## config.mk

```make
export PLATFORM = sky130hd
export DESIGN_NAME = fancy_timer
export DESIGN_NICKNAME = d
export VERILOG_FILES = /design/src/rtl/fancy_timer.sv
export SDC_FILE = /design/constraint.sdc
export NUM_CORES = 1
export LEC_CHECK = 0
export CAP_MARGIN = 20
export CORE_UTILIZATION = 57
export DETAILED_ROUTE_END_ITERATION = 12
export PLACE_DENSITY = 0.81
export SYNTH_ARGS = -nofsm -noshare
export SYNTH_HDL_FRONTEND = slang
export SYNTH_SLANG_ARGS = --single-unit
```

## constraint.sdc

```tcl
create_clock -name clk -period 2.7 [get_ports clk]
set_clock_uncertainty 0.15 [all_clocks]
set_input_delay 0.54 -clock clk [delete_from_list [all_inputs] [get_ports clk]]
set_output_delay 0.54 -clock clk [all_outputs]
set_load 0.05 [all_outputs]
```

## src/rtl/fancy_timer.sv

```systemverilog
// -----------------------------------------------------------------------------
// fancy_timer
//
// Serial-programmed delay timer. While idle it watches `data` for PATTERN
// (MSB first, overlapping matches allowed). Once found, the next four bits are
// shifted in MSB-first as the delay value. The timer then runs for
// (delay+1) * TICKS_PER_UNIT cycles, decrementing `count` once per
// TICKS_PER_UNIT cycles, and finally raises `done` until `ack` is sampled.
//
// Parameters
//   TICKS_PER_UNIT  cycles per count unit (prescaler period, 2..1024)
//   PATTERN         4-bit start sequence, first bit = MSB
//
// Ports
//   clk       in   single clock, rising edge
//   reset     in   asynchronous, active-high reset
//   data      in   serial start pattern / delay bits
//   ack       in   acknowledge of done
//   count     out  [3:0] remaining delay units
//   counting  out  high while the timer is running
//   done      out  high from expiry until acknowledged
// -----------------------------------------------------------------------------
module fancy_timer #(
  parameter int unsigned TICKS_PER_UNIT = 1000,
  parameter logic [3:0]  PATTERN        = 4'b1101
) (
  input  logic       clk,
  input  logic       reset,
  input  logic       data,
  input  logic       ack,
  output logic [3:0] count,
  output logic       counting,
  output logic       done
);

  localparam int unsigned   PW      = $clog2(TICKS_PER_UNIT);
  localparam logic [PW-1:0] PRE_MAX = PW'(TICKS_PER_UNIT - 1);

  typedef enum logic [1:0] {
    ST_SEARCH = 2'd0,
    ST_SHIFT  = 2'd1,
    ST_COUNT  = 2'd2,
    ST_DONE   = 2'd3
  } state_e;

  state_e        state_q, state_d;
  logic [1:0]    match_q, match_d;   // longest PATTERN prefix currently matched
  logic [1:0]    shift_q, shift_d;   // delay bits shifted so far
  logic [3:0]    count_q, count_d;   // delay register / remaining units
  logic [PW-1:0] pre_q,   pre_d;     // prescaler
  logic [2:0]    match_next;

  // Overlap-aware prefix tracker: given k matched pattern bits and a new bit,
  // return the length of the longest pattern prefix that is a suffix of the
  // k+1 bits seen. A return of 4 means the whole pattern was just completed.
  function automatic logic [2:0] next_match(input logic [1:0] k, input logic b);
    int kk;
    int v;
    int res;
    kk  = int'(k);
    v   = ((int'(PATTERN) >> (4 - kk)) << 1) | int'(b);
    res = 0;
    for (int l = 4; l >= 1; l--) begin
      if (res == 0 && l <= kk + 1 &&
          ((v & ((1 << l) - 1)) == (int'(PATTERN) >> (4 - l)))) begin
        res = l;
      end
    end
    return 3'(res);
  endfunction

  assign match_next = next_match(match_q, data);

  // NOTE: every signal assigned here gets a default first, so no path leaves
  // it unassigned and no latch is inferred.
  always_comb begin
    state_d = state_q;
    match_d = match_q;
    shift_d = shift_q;
    count_d = count_q;
    pre_d   = pre_q;

    case (state_q)
      ST_SEARCH: begin
        if (match_next == 3'd4) begin
          state_d = ST_SHIFT;
          match_d = 2'd0;
          shift_d = 2'd0;
        end else begin
          match_d = match_next[1:0];
        end
      end

      ST_SHIFT: begin
        count_d = {count_q[2:0], data};
        shift_d = shift_q + 2'd1;
        if (shift_q == 2'd3) begin
          state_d = ST_COUNT;
          pre_d   = '0;
        end
      end

      ST_COUNT: begin
        // >= rather than == keeps a corrupted prescaler from running away.
        if (pre_q >= PRE_MAX) begin
          pre_d = '0;
          if (count_q == 4'd0) begin
            state_d = ST_DONE;
          end else begin
            count_d = count_q - 4'd1;
          end
        end else begin
          pre_d = pre_q + PW'(1);
        end
      end

      ST_DONE: begin
        count_d = 4'd0;
        pre_d   = '0;
        if (ack) begin
          state_d = ST_SEARCH;
          match_d = 2'd0;
        end
      end

      default: begin
        state_d = ST_SEARCH;
        match_d = 2'd0;
      end
    endcase
  end

  // NOTE: state registers use non-blocking assignments so every flop samples
  // the values from before the edge, independent of statement order.
  always_ff @(posedge clk or posedge reset) begin
    if (reset) begin
      state_q <= ST_SEARCH;
      match_q <= 2'd0;
      shift_q <= 2'd0;
      count_q <= 4'd0;
      pre_q   <= '0;
    end else begin
      state_q <= state_d;
      match_q <= match_d;
      shift_q <= shift_d;
      count_q <= count_d;
      pre_q   <= pre_d;
    end
  end

  // Moore outputs, decoded from registered state only.
  assign count    = count_q;
  assign counting = (state_q == ST_COUNT);
  assign done     = (state_q == ST_DONE);

endmodule
```

Word level (Yosys, flattened, before mapping). Cells that the tools add are included.

Logic and storage cells: 71. Bits in latches: 0. Memories: 0. Output and inout bits: 6. Bits in writable memories: 0. ROM bits: 0. Flip-flop bits (word level): 20.

Reductions and logical operators: 20. Divide/modulo/power cells: 0. $add $sub $neg: 5. Bitwise logic cells: 1. $mul: 0. Magnitude comparators: 5. Shift operators: 1. Equality and inequality tests: 14. Multiplexer cells: 20.

Operators with widths (number): $logic_not A32 Y1 (3); $le A3 B32 Y1 const A (2); $le A4 B32 Y1 const A (1); $shr A4 B32 Y3 const A (1); $pmux W10 S3 (1); $mux W10 (2); $mux W2 (7); $mux W3 (4); $pmux W4 S3 (1); $add A10 B1 Y10 const B (1); $ge A10 B10 Y1 const B (1); $mux W4 (2); $ne A2 B2 Y1 const B (4); $pmux W2 S2 (2); $pmux W2 S4 (1); $logic_and A1 B1 Y1 (7); $eq A2 B2 Y1 const B (3); $reduce_and A2 Y1 (3); $reduce_and A5 Y1 (1); $eq A2 B1 Y1 const B (2); $eq A4 B3 Y1 const B (1); $logic_not A4 Y1 (1); $ne A2 B1 Y1 const B (2); $or A4 B2 Y4 (1); 11 further kinds (12).

Logic depth before layout (Yosys ltp). Gate-level depths: netlist of the first run.

Depth after elaboration: 21. Gate-level depth with buffers: 8. Gate-level depth less buffers: 6.

Worst setup path after synthesis of the first run. No wires, ideal clock.

Kind: flip-flop to flip-flop. Start point: reg state_q[0]. End point: reg count_q[3] (netlist: count[3]). Arrival: 2.036 ns. Path slack: 0.393 ns. Cell stages (with the launch flop): 8. Required time: 2.429 ns. Library setup time: 0.121 ns. Buffers on the path: 1. Cells stage by stage: dfrtp_1 inv_1 ha_1 clkbuf_1 nor2_1 a41oi_2 o21ba_2 o22a_1.

Word-level cells in the longest chain between the ends: 3.

Ends and longest elaborated chain: start, declared (RTL line 46) `state_e state_q, state_d;`; start signal, assigned (RTL line 143) `state_q <= state_d;`; $eq A2 B2 Y1 *; via counting (RTL line 32) `output logic counting,`; $ne A2 B2 Y1 (no source line), or another cell as far along; $reduce_and A3 Y1 (no source line); end signal, assigned (RTL line 146) `count_q <= count_d;`; end, declared (RTL line 49) `logic [3:0] count_q, count_d;`.

Mark *: on every way through the listed nets, which the timed path passes. The rest lies on a longest branch. A chain may end at the register's enable or synchronous reset.

Final worst setup path of the first run.
Start point: reg state_q[1]. End point: out done.

Word-level cells in the longest chain between the ends: 1.

Ends and longest elaborated chain: $eq A2 B2 Y1 (RTL line 154) `assign done = (state_q == ST_DONE);`; end, declared (RTL line 33) `output logic done`.

No other way between the ends.

==> results.md, run 1 <==
- Synthesis inferred 20 register bits.
- Setup violations remaining at the end of the flow were counted as 0.
- Power spread over the standard cell area amounts to 1090 mW/mm^2.
- The critical path is of the flip-flop to output pin type.
- The biggest fanout along the worst timing path is 6.
- The required time of the worst setup path is 2.01 ns.
- The internal portion of the total power is 777 uW.
- Post-CTS timing repair inserted 0 buffers for setup.
- The count of maximum capacitance violations is 0.
- The post-synthesis net count is 154.
- The floorplan step defined a die boundary enclosing 0.00244 sq mm.
- The total of hold buffers inserted after clock tree synthesis is 0.
- The relative slew slack is 49.2%.
- The die outline height is 49.4 um.
- The worst path meets setup with 0.185 ns of slack.
- For the pin with the worst max-slew slack, the measured transition is 0.761 ns.
- The first global-routing pass estimated 4.52 mm of wire.
- The count of nets left with antenna violations once routing finished came out at 0.
- TritonCTS built the clock tree.
- Buffers placed on the I/O ports in this run total 9.
- Setup total negative slack on the finished layout was measured at 0 ns.
- After synthesis the cells add up to 0.00128 sq mm.
- Power comes to 1530 uW.
- The total wire length after detailed routing is 2.55 mm.
- The detailed-placement wirelength estimate is 1.87 mm.
- The worst setup path is captured at an output pin.
- STA classifies the critical path startpoint as a flip-flop.
- The aggregate global-route resource usage is 24.6%.
- Of the total power, registers draw 30.6%.
- The DRC violation count after routing is 0.
- The class of the tightest hold or removal check is flip-flop to flip-flop.
- The aggregate global routing overflow is 0.
- The register area share after synthesis is 39.1%.
- The count of clock tree sinks is 20.
- The x dimension of the die is 49.4 um.
- The number of global-route vias before repair was 1017.
- The number of antenna diodes in the final layout is 0.
- Gates resized during post-CTS repair numbered 0.
- Buffers inserted during clock tree synthesis total 3.
- The wire length per cell after detailed routing is 14.7 um.
- The final hold violation count is 0.
- Data on the critical path arrives at its endpoint at 1.83 ns.
- The average instance in the mapped netlist occupies 9.28 sq um.
- Yosys attributes the largest share of cell area to dfrtp_1 39%, ha_1 12%, inv_1 4.4%, xnor2_1 3.4%, nor2_1 3.2%.
- The initial antenna violation count is 0.
- After the first detailed-routing iteration, the DRC count stood at 27.
- The max-slew violation total from the final report is 0.
- The floorplan has 16 rows.
- Of all cell types, the one taking the most synthesized area is dfrtp_1.
- The count of vias placed by the detailed router is 1033.
- The relative contribution of combinational cells to total power is 60.1%.
- The count of boundary I/O pins is 10.
- The pin count of the biggest net entering global routing is 21.
- The share of power burned in the clock network is 9.3%.
- The layout-stage area growth over the synthesis result is 9.19%.
- The worst path uses 93.2% of the clock period.
- The timing-limited maximum frequency is 0.398 GHz.
- CTS placed an instance of clkbuf_4 at the clock tree root.
- The starting density of the core is 62.7%.
- In the routed layout, each cell is associated on average with a via count of 5.97.
- Counting every instance in the synthesized netlist gives 138.
- Clock latency on the worst-skew pair, taken at its later pin, is 0.30 ns.
- The worst voltage drop across the vdd grid is 0.780 mV.
- In this run the biggest area consumer among cell types represents 39.1% of the synthesized area.
- The run finished with clean final reports.
- In the final layout, the share of cells above drive strength 1 is 6.16%.
- OpenSTA, run right after detailed placement, puts the worst setup slack at 0.349 ns.
- The maximum clock insertion buffer count is 2.
- The final critical path time including I/O delays and setup is 2.52 ns.
- The deepest level of the CTS H-tree is 1.
- The count of different cell masters after synthesis is 38.
- The number of instances in the placed design is 170.
- The core region is 0.00204 sq mm.
- For this design the static power due to leakage is 0.000628 uW.
- For this run, the number of standard cells in the final layout without fillers is 173.
- The clock transition at the registers of the reported paths is 0.11 ns.
- The post-layout net count is 164.
- The net load switching power is 750 uW.
- Routability-driven placement finished with a final weighted congestion of 0.846.
- The number of warnings reported in the yosys synthesis log is 0.
- The length of the first detailed-routing pass in iterations is 4.
- Setup repair after global routing left no endpoint under its margin.
- The switching power as a share of total power is 49.1%.
[cell families after synthesis]
kind of cell | after synthesis | synth area share [%]
compound gates | 34 | 18.2
xor+xnor | 5 | 3.42
fa+ha+maj | 12 | 11.7
buf+inv | 20 | 7.04
flops | 20 | 39.1
mux | 1 | 0.880
simple gates | 46 | 19.6
[worst max-delay path, stage by stage (launching register included)]
cell             delay, ns
dfrtp_1               0.42
ha_1                  0.27
clkdlybuf4s50_1       0.83
[layout make-up]
type | count | area (sq um)
Sequential cell | 20 | 500
Clock buffer | 3 | 22.5
Timing Repair Buffer | 10 | 95.1
Tap cell | 27 | 33.8
Inverter | 15 | 56.3
Multi-Input combinational cell | 98 | 689
Fill cell | 179 | 644
[synthesized netlist by cell type]
cell type,number
nor2_1,11
a31o_2,1
and2_1,2
nand2b_1,2
and4b_1,1
nand4_1,2
mux2_1,1
o21ai_0,7
a211o_1,1
a21o_1,2
nand2_1,6
a21boi_0,1
buf_6,2
dfrtp_1,20
ha_1,12
o21a_1,1
or3b_1,1
and3_1,1
a31oi_1,3
nand3_1,5
nor2b_4,1
o22a_1,2
a311oi_1,1
nor4_1,4
nor3_1,6
a211oi_1,3
o21ba_2,1
o41ai_1,1
a21oi_1,8
nor2b_1,1
inv_1,15
or4b_1,1
clkbuf_1,3
a41oi_2,1
xnor2_1,5
o31ai_1,1
or2_1,1
nor4b_1,1
[cell usage in the layout, fill, tap and decap left out, drive strengths merged, types with 5 or more instances in the layout]
master         netlist  final
dfrtp               20     20
inv                 15     15
ha                  12     12
nor2                11     11
a21oi                8      8
clkdlybuf4s50        0      8
o21ai                7      7
nand2                6      6
nor3                 6      6
nand3                5      5
xnor2                5      5
[through the flow]
| stage | hold WS (ns) | utilization, % | cell area (sq um) |
|---|---|---|---|
| after detailed placement | 0.357 | 67.3 | 1380 |
| after global routing | 0.428 | 68.4 | 1400 |
| after floorplan | 0.319 | - | 1280 |
| final | 0.375 | 68.4 | 1400 |
| after global placement | 0.348 | 67.3 | 1380 |
| after CTS | 0.383 | 68.4 | 1400 |
[metal layers]
| metal | vias to the layer above | wire [um] | track usage (%) |
|---|---|---|---|
| met4 | 0 | 29 | 9.05 |
| met5 | - | 0 | 0 |
| met1 | 497 | 1170 | 32.3 |
| met2 | 27 | 1230 | 39.3 |
| met3 | 5 | 120 | 6.23 |
| li1 | 504 | - | - |
[power by group through the flow]
stage / clock, uW / sequential, uW / combinational [uW]
floorplan: 0 / 557 / 630
global placement: 0 / 465 / 875
detailed placement: 0 / 471 / 912
CTS: 144 / 466 / 920
global route: 156 / 480 / 1020
finish: 141 / 467 / 918
[flip-flops by register name (all words and copies together), names as in the netlist]
| signal | count |
|---|---|
| match_q | 2 |
| count | 4 |
| pre_q | 10 |
| state_q | 2 |
| shift_q | 2 |
[path summary, 6_finish.rpt]
kind                            slack (ns)                    from                     end  cells after the start
worst min-delay path                  0.38    pre_q[1]$_DFFE_PP0P_    pre_q[1]$_DFFE_PP0P_                      2
worst min register to register        0.38    pre_q[1]$_DFFE_PP0P_    pre_q[1]$_DFFE_PP0P_                      2
worst max register to register        0.56  state_q[1]$_DFFE_PP0P_    pre_q[8]$_DFFE_PP0P_                      6
min in group asynchronous             0.51                   reset  state_q[1]$_DFFE_PP0P_                      2
worst max-delay path                  0.18  state_q[1]$_DFFE_PP0P_                    done                      2
max in group asynchronous             1.41                   reset    count[3]$_DFFE_PP0P_                      2
Power figures use the tool's default switching activity.
==> run 2: changes to the inputs <==
--- a/config.mk
+++ b/config.mk
@@ -5,9 +5,9 @@
 export SDC_FILE = /design/constraint.sdc
 export NUM_CORES = 1
 export LEC_CHECK = 0
-export CAP_MARGIN = 20
 export CORE_UTILIZATION = 57
 export DETAILED_ROUTE_END_ITERATION = 12
+export HOLD_SLACK_MARGIN = 0.1
 export PLACE_DENSITY = 0.81
 export SYNTH_ARGS = -nofsm -noshare
 export SYNTH_HDL_FRONTEND = slang
==> results of run 2 <==
No change in the layout: final DEF, timing and power equal those of run 1.
==> run 3: changes to the inputs <==
--- a/config.mk
+++ b/config.mk
@@ -5,6 +5,7 @@
 export SDC_FILE = /design/constraint.sdc
 export NUM_CORES = 1
 export LEC_CHECK = 0
+export CORE_MARGIN = 3
 export CORE_UTILIZATION = 57
 export DETAILED_ROUTE_END_ITERATION = 12
 export HOLD_SLACK_MARGIN = 0.1
==> constraint.sdc (replaced) <==
create_clock -name clk -period 2.49 [get_ports clk]
set_clock_uncertainty 0.15 [all_clocks]
set_input_delay 0.498 -clock clk [delete_from_list [all_inputs] [get_ports clk]]
set_output_delay 0.498 -clock clk [all_outputs]
set_load 0.05 [all_outputs]
==> results.md, run 3 (synthesized netlist as in run 1, its figures left out) <==
- The aggregate global routing overflow is 0 (unchanged).
- The number of standard-cell rows in the floorplan came to 16 (unchanged).
- The master cell of the clock root buffer is clkbuf_4 (unchanged).
- The finished layout cell area is 0.00145 sq mm (was 0.00140 sq mm).
- The required time of the worst setup path came to 1.84 ns (was 2.01 ns).
- The critical path's slowest cell is clkdlybuf4s50_1 (unchanged).
- The die area came to 0.00285 sq mm (was 0.00244 sq mm).
- The largest register by flop count is pre_q (unchanged).
- Timing would allow up to 0.450 GHz.
- The aggregate global-route resource usage is 21.4% (was 24.6%).
- The initial antenna violation count is 0 (unchanged).
- The post-place setup slack was 0.288 ns (was 0.349 ns).
- The layout cell share with drive strength beyond 1 is 8.67% (was 6.16%).
- The final instance count without filler cells is 177 (was 173).
- The number of buffers added by the clock tree synthesis step is 3 (unchanged).
- The via count normalized by instance count is 5.93 (was 5.97).
- The count of boundary I/O pins is 10 (unchanged).
- For the finished layout, the period the worst path requires is 2.22 ns.
- The relative slew slack is 66.7% (was 49.2%).
- The leakage power figure came to 0.000669 uW (was 0.000628 uW).
- The biggest fanout along the worst timing path is 6 (unchanged).
- The post-layout net count is 167 (was 164).
- The most common cell after layout, fill and taps aside is dfrtp_1 (unchanged).
- The maximum clock insertion buffer count is 2 (unchanged).
- The final worst-path cycle share is 89.2%.
- The class of the tightest hold or removal check is input port to asynchronous set/reset pin (was flip-flop to flip-flop).
- The insertion delay of the later-clocked pin in the worst-skew pair came to 0.30 ns (about the same).
- The kind of start point of the critical path is a flip-flop (unchanged).
- The final number of setup-violating endpoints is 0 (unchanged).
- The classification of the worst setup path is flip-flop to output pin (unchanged).
- The TritonCTS clock tree is yes (unchanged).
- The clock transition at the registers of the reported paths is 0.11 ns (about the same).
- The count of maximum capacitance violations was 0 (unchanged).
- Critical-path cell list: clkdlybuf4s50_1 (was ha_1, clkdlybuf4s50_1).
- The pin count of the biggest net entering global routing came to 21 (unchanged).
- The detailed-placement wirelength estimate is 1.90 mm (was 1.87 mm).
- The count of vias placed by the detailed router was 1049 (was 1033).
- The critical path data arrival time was 1.57 ns (was 1.83 ns).
- The endpoint kind of the worst setup timing path is an output pin (unchanged).
- The die outline height came to 53.4 um (was 49.4 um).
- The final weighted congestion in routability-driven placement is 0.817 (was 0.846).
- The count of clock tree sinks is 20 (unchanged).
- The number of flip-flops in the largest register is 10 (unchanged).
- Commonest non-fill, non-tap cells in the layout: 20 x dfrtp_1, 15 x inv_1, 12 x ha_1 (unchanged).
- The worst path setup slack after routing was 0.268 ns (was 0.185 ns).
- The DRC violation count after routing is 0 (unchanged).
- The count of input and output buffers was 9 (unchanged).
- The buffers plus inverters on the worst setup path is 1 (unchanged).
- The x dimension of the die is 53.4 um (was 49.4 um).
- The power density over the cells was 1200 mW/mm^2 (was 1090 mW/mm^2).
- The slew at the pin closest to its max-slew limit was 0.499 ns (was 0.761 ns).
- Outcome: finished, final reports clean (unchanged).
- The deepest level of the CTS H-tree is 1 (unchanged).
- The worst voltage drop across the vdd grid is 0.837 mV (was 0.780 mV).
- The area of the core region came to 0.00204 sq mm (unchanged).
- The max-slew violation total from the final report came to 0 (unchanged).
- The number of global-route vias before repair is 1043 (was 1017).
- The top cell family by delay on the critical path is buffers and inverters (unchanged).
- The starting density of the core came to 62.7% (unchanged).
- The number of buffers added for setup after CTS came to 0 (unchanged).
- The count of antenna diodes in the layout is 0 (unchanged).
- The placement-stage cell area is 0.00141 sq mm (was 0.00138 sq mm).
- The first-iteration detailed-routing DRC count is 19 (was 27).
- The wire length of the first global-routing pass came to 4.52 mm (unchanged).
- The final hold violation count is 0 (unchanged).
- The number of routed nets with antenna violations came to 0 (unchanged).
- RSZ-0062 raised after global routing: no (unchanged).
- The total wire length after detailed routing is 2.50 mm (was 2.55 mm).
- The largest stage delay on the critical path is 0.83 ns (about the same).
- The length of the first detailed-routing pass in iterations was 4 (unchanged).
- The total power consumption of the routed design is 1740 uW (was 1530 uW).
- The number of instances in the placed design is 173 (was 170).
- The summed negative setup slack over all endpoints is 0 ns (unchanged).
- The wire length per cell after detailed routing is 14.1 um (was 14.7 um).
- The layout-stage area growth over the synthesis result is 13.2% (was 9.19%).
[run 3: cell count changes in the layout (fill, tap and decap cells not counted)]
cell | before | now
clkbuf_8 | 0 | 1
clkdlybuf4s50_1 | 8 | 7
buf_12 | 0 | 1
dlymetal6s2s_1 | 0 | 1
buf_4 | 2 | 4
[run 3: final cells by class]
cell class              instances  area (sq um)
clock buffers                   4          36.3
fillers                       156           593
inverters                      15          56.3
multi-input cells              98           689
flip-flops and latches         20           500
well taps                      27          33.8
repair buffers                 13           133
[run 3: power breakdown]
group | switching [uW] | internal, uW | total, uW
combinational | 631 | 415 | 1050
sequential | 90.0 | 416 | 506
clock | 98.8 | 89.2 | 188
[run 3: worst paths after layout]
kind	to	start	cells after the start	slack, ns
worst max-delay path	count[2]	count[2]$_DFFE_PP0P_	1	0.27
worst min-delay path	match_q[1]$_DFFE_PP0P_	reset	3	0.35
worst max register to register	count[3]$_DFFE_PP0P_	count[0]$_DFFE_PP0P_	6	0.35
worst min register to register	pre_q[9]$_DFFE_PP0P_	pre_q[9]$_DFFE_PP0P_	2	0.38
max in group asynchronous	pre_q[6]$_DFFE_PP0P_	reset	3	1.62
min in group clk	pre_q[9]$_DFFE_PP0P_	pre_q[9]$_DFFE_PP0P_	2	0.38
[run 3: through the flow]
| stage | hold WS [ns] | util [%] |
|---|---|---|
| 2_1_floorplan | 0.312 | - |
| 3_3_place_gp | 0.345 | 69.1 |
| 3_5_place_dp | 0.365 | 69.1 |
| 4_1_cts | 0.366 | 70.8 |
| 5_1_grt | 0.416 | 71.0 |
| 6_report | 0.355 | 71.0 |
[run 3: timing repair]
item	CTS	global route
hold buffers	0	0
resized for setup	0	1
setup endpoints to repair	0	1
[run 3: layer usage]
| layer | vias to the layer above | global-route usage [%] | wire, um |
|---|---|---|---|
| met5 | - | 0 | 0 |
| met4 | 0 | 5.11 | 19 |
| met3 | 2 | 2.82 | 99 |
| met2 | 29 | 36.3 | 1240 |
| met1 | 505 | 28.4 | 1140 |
| li1 | 513 | - | - |
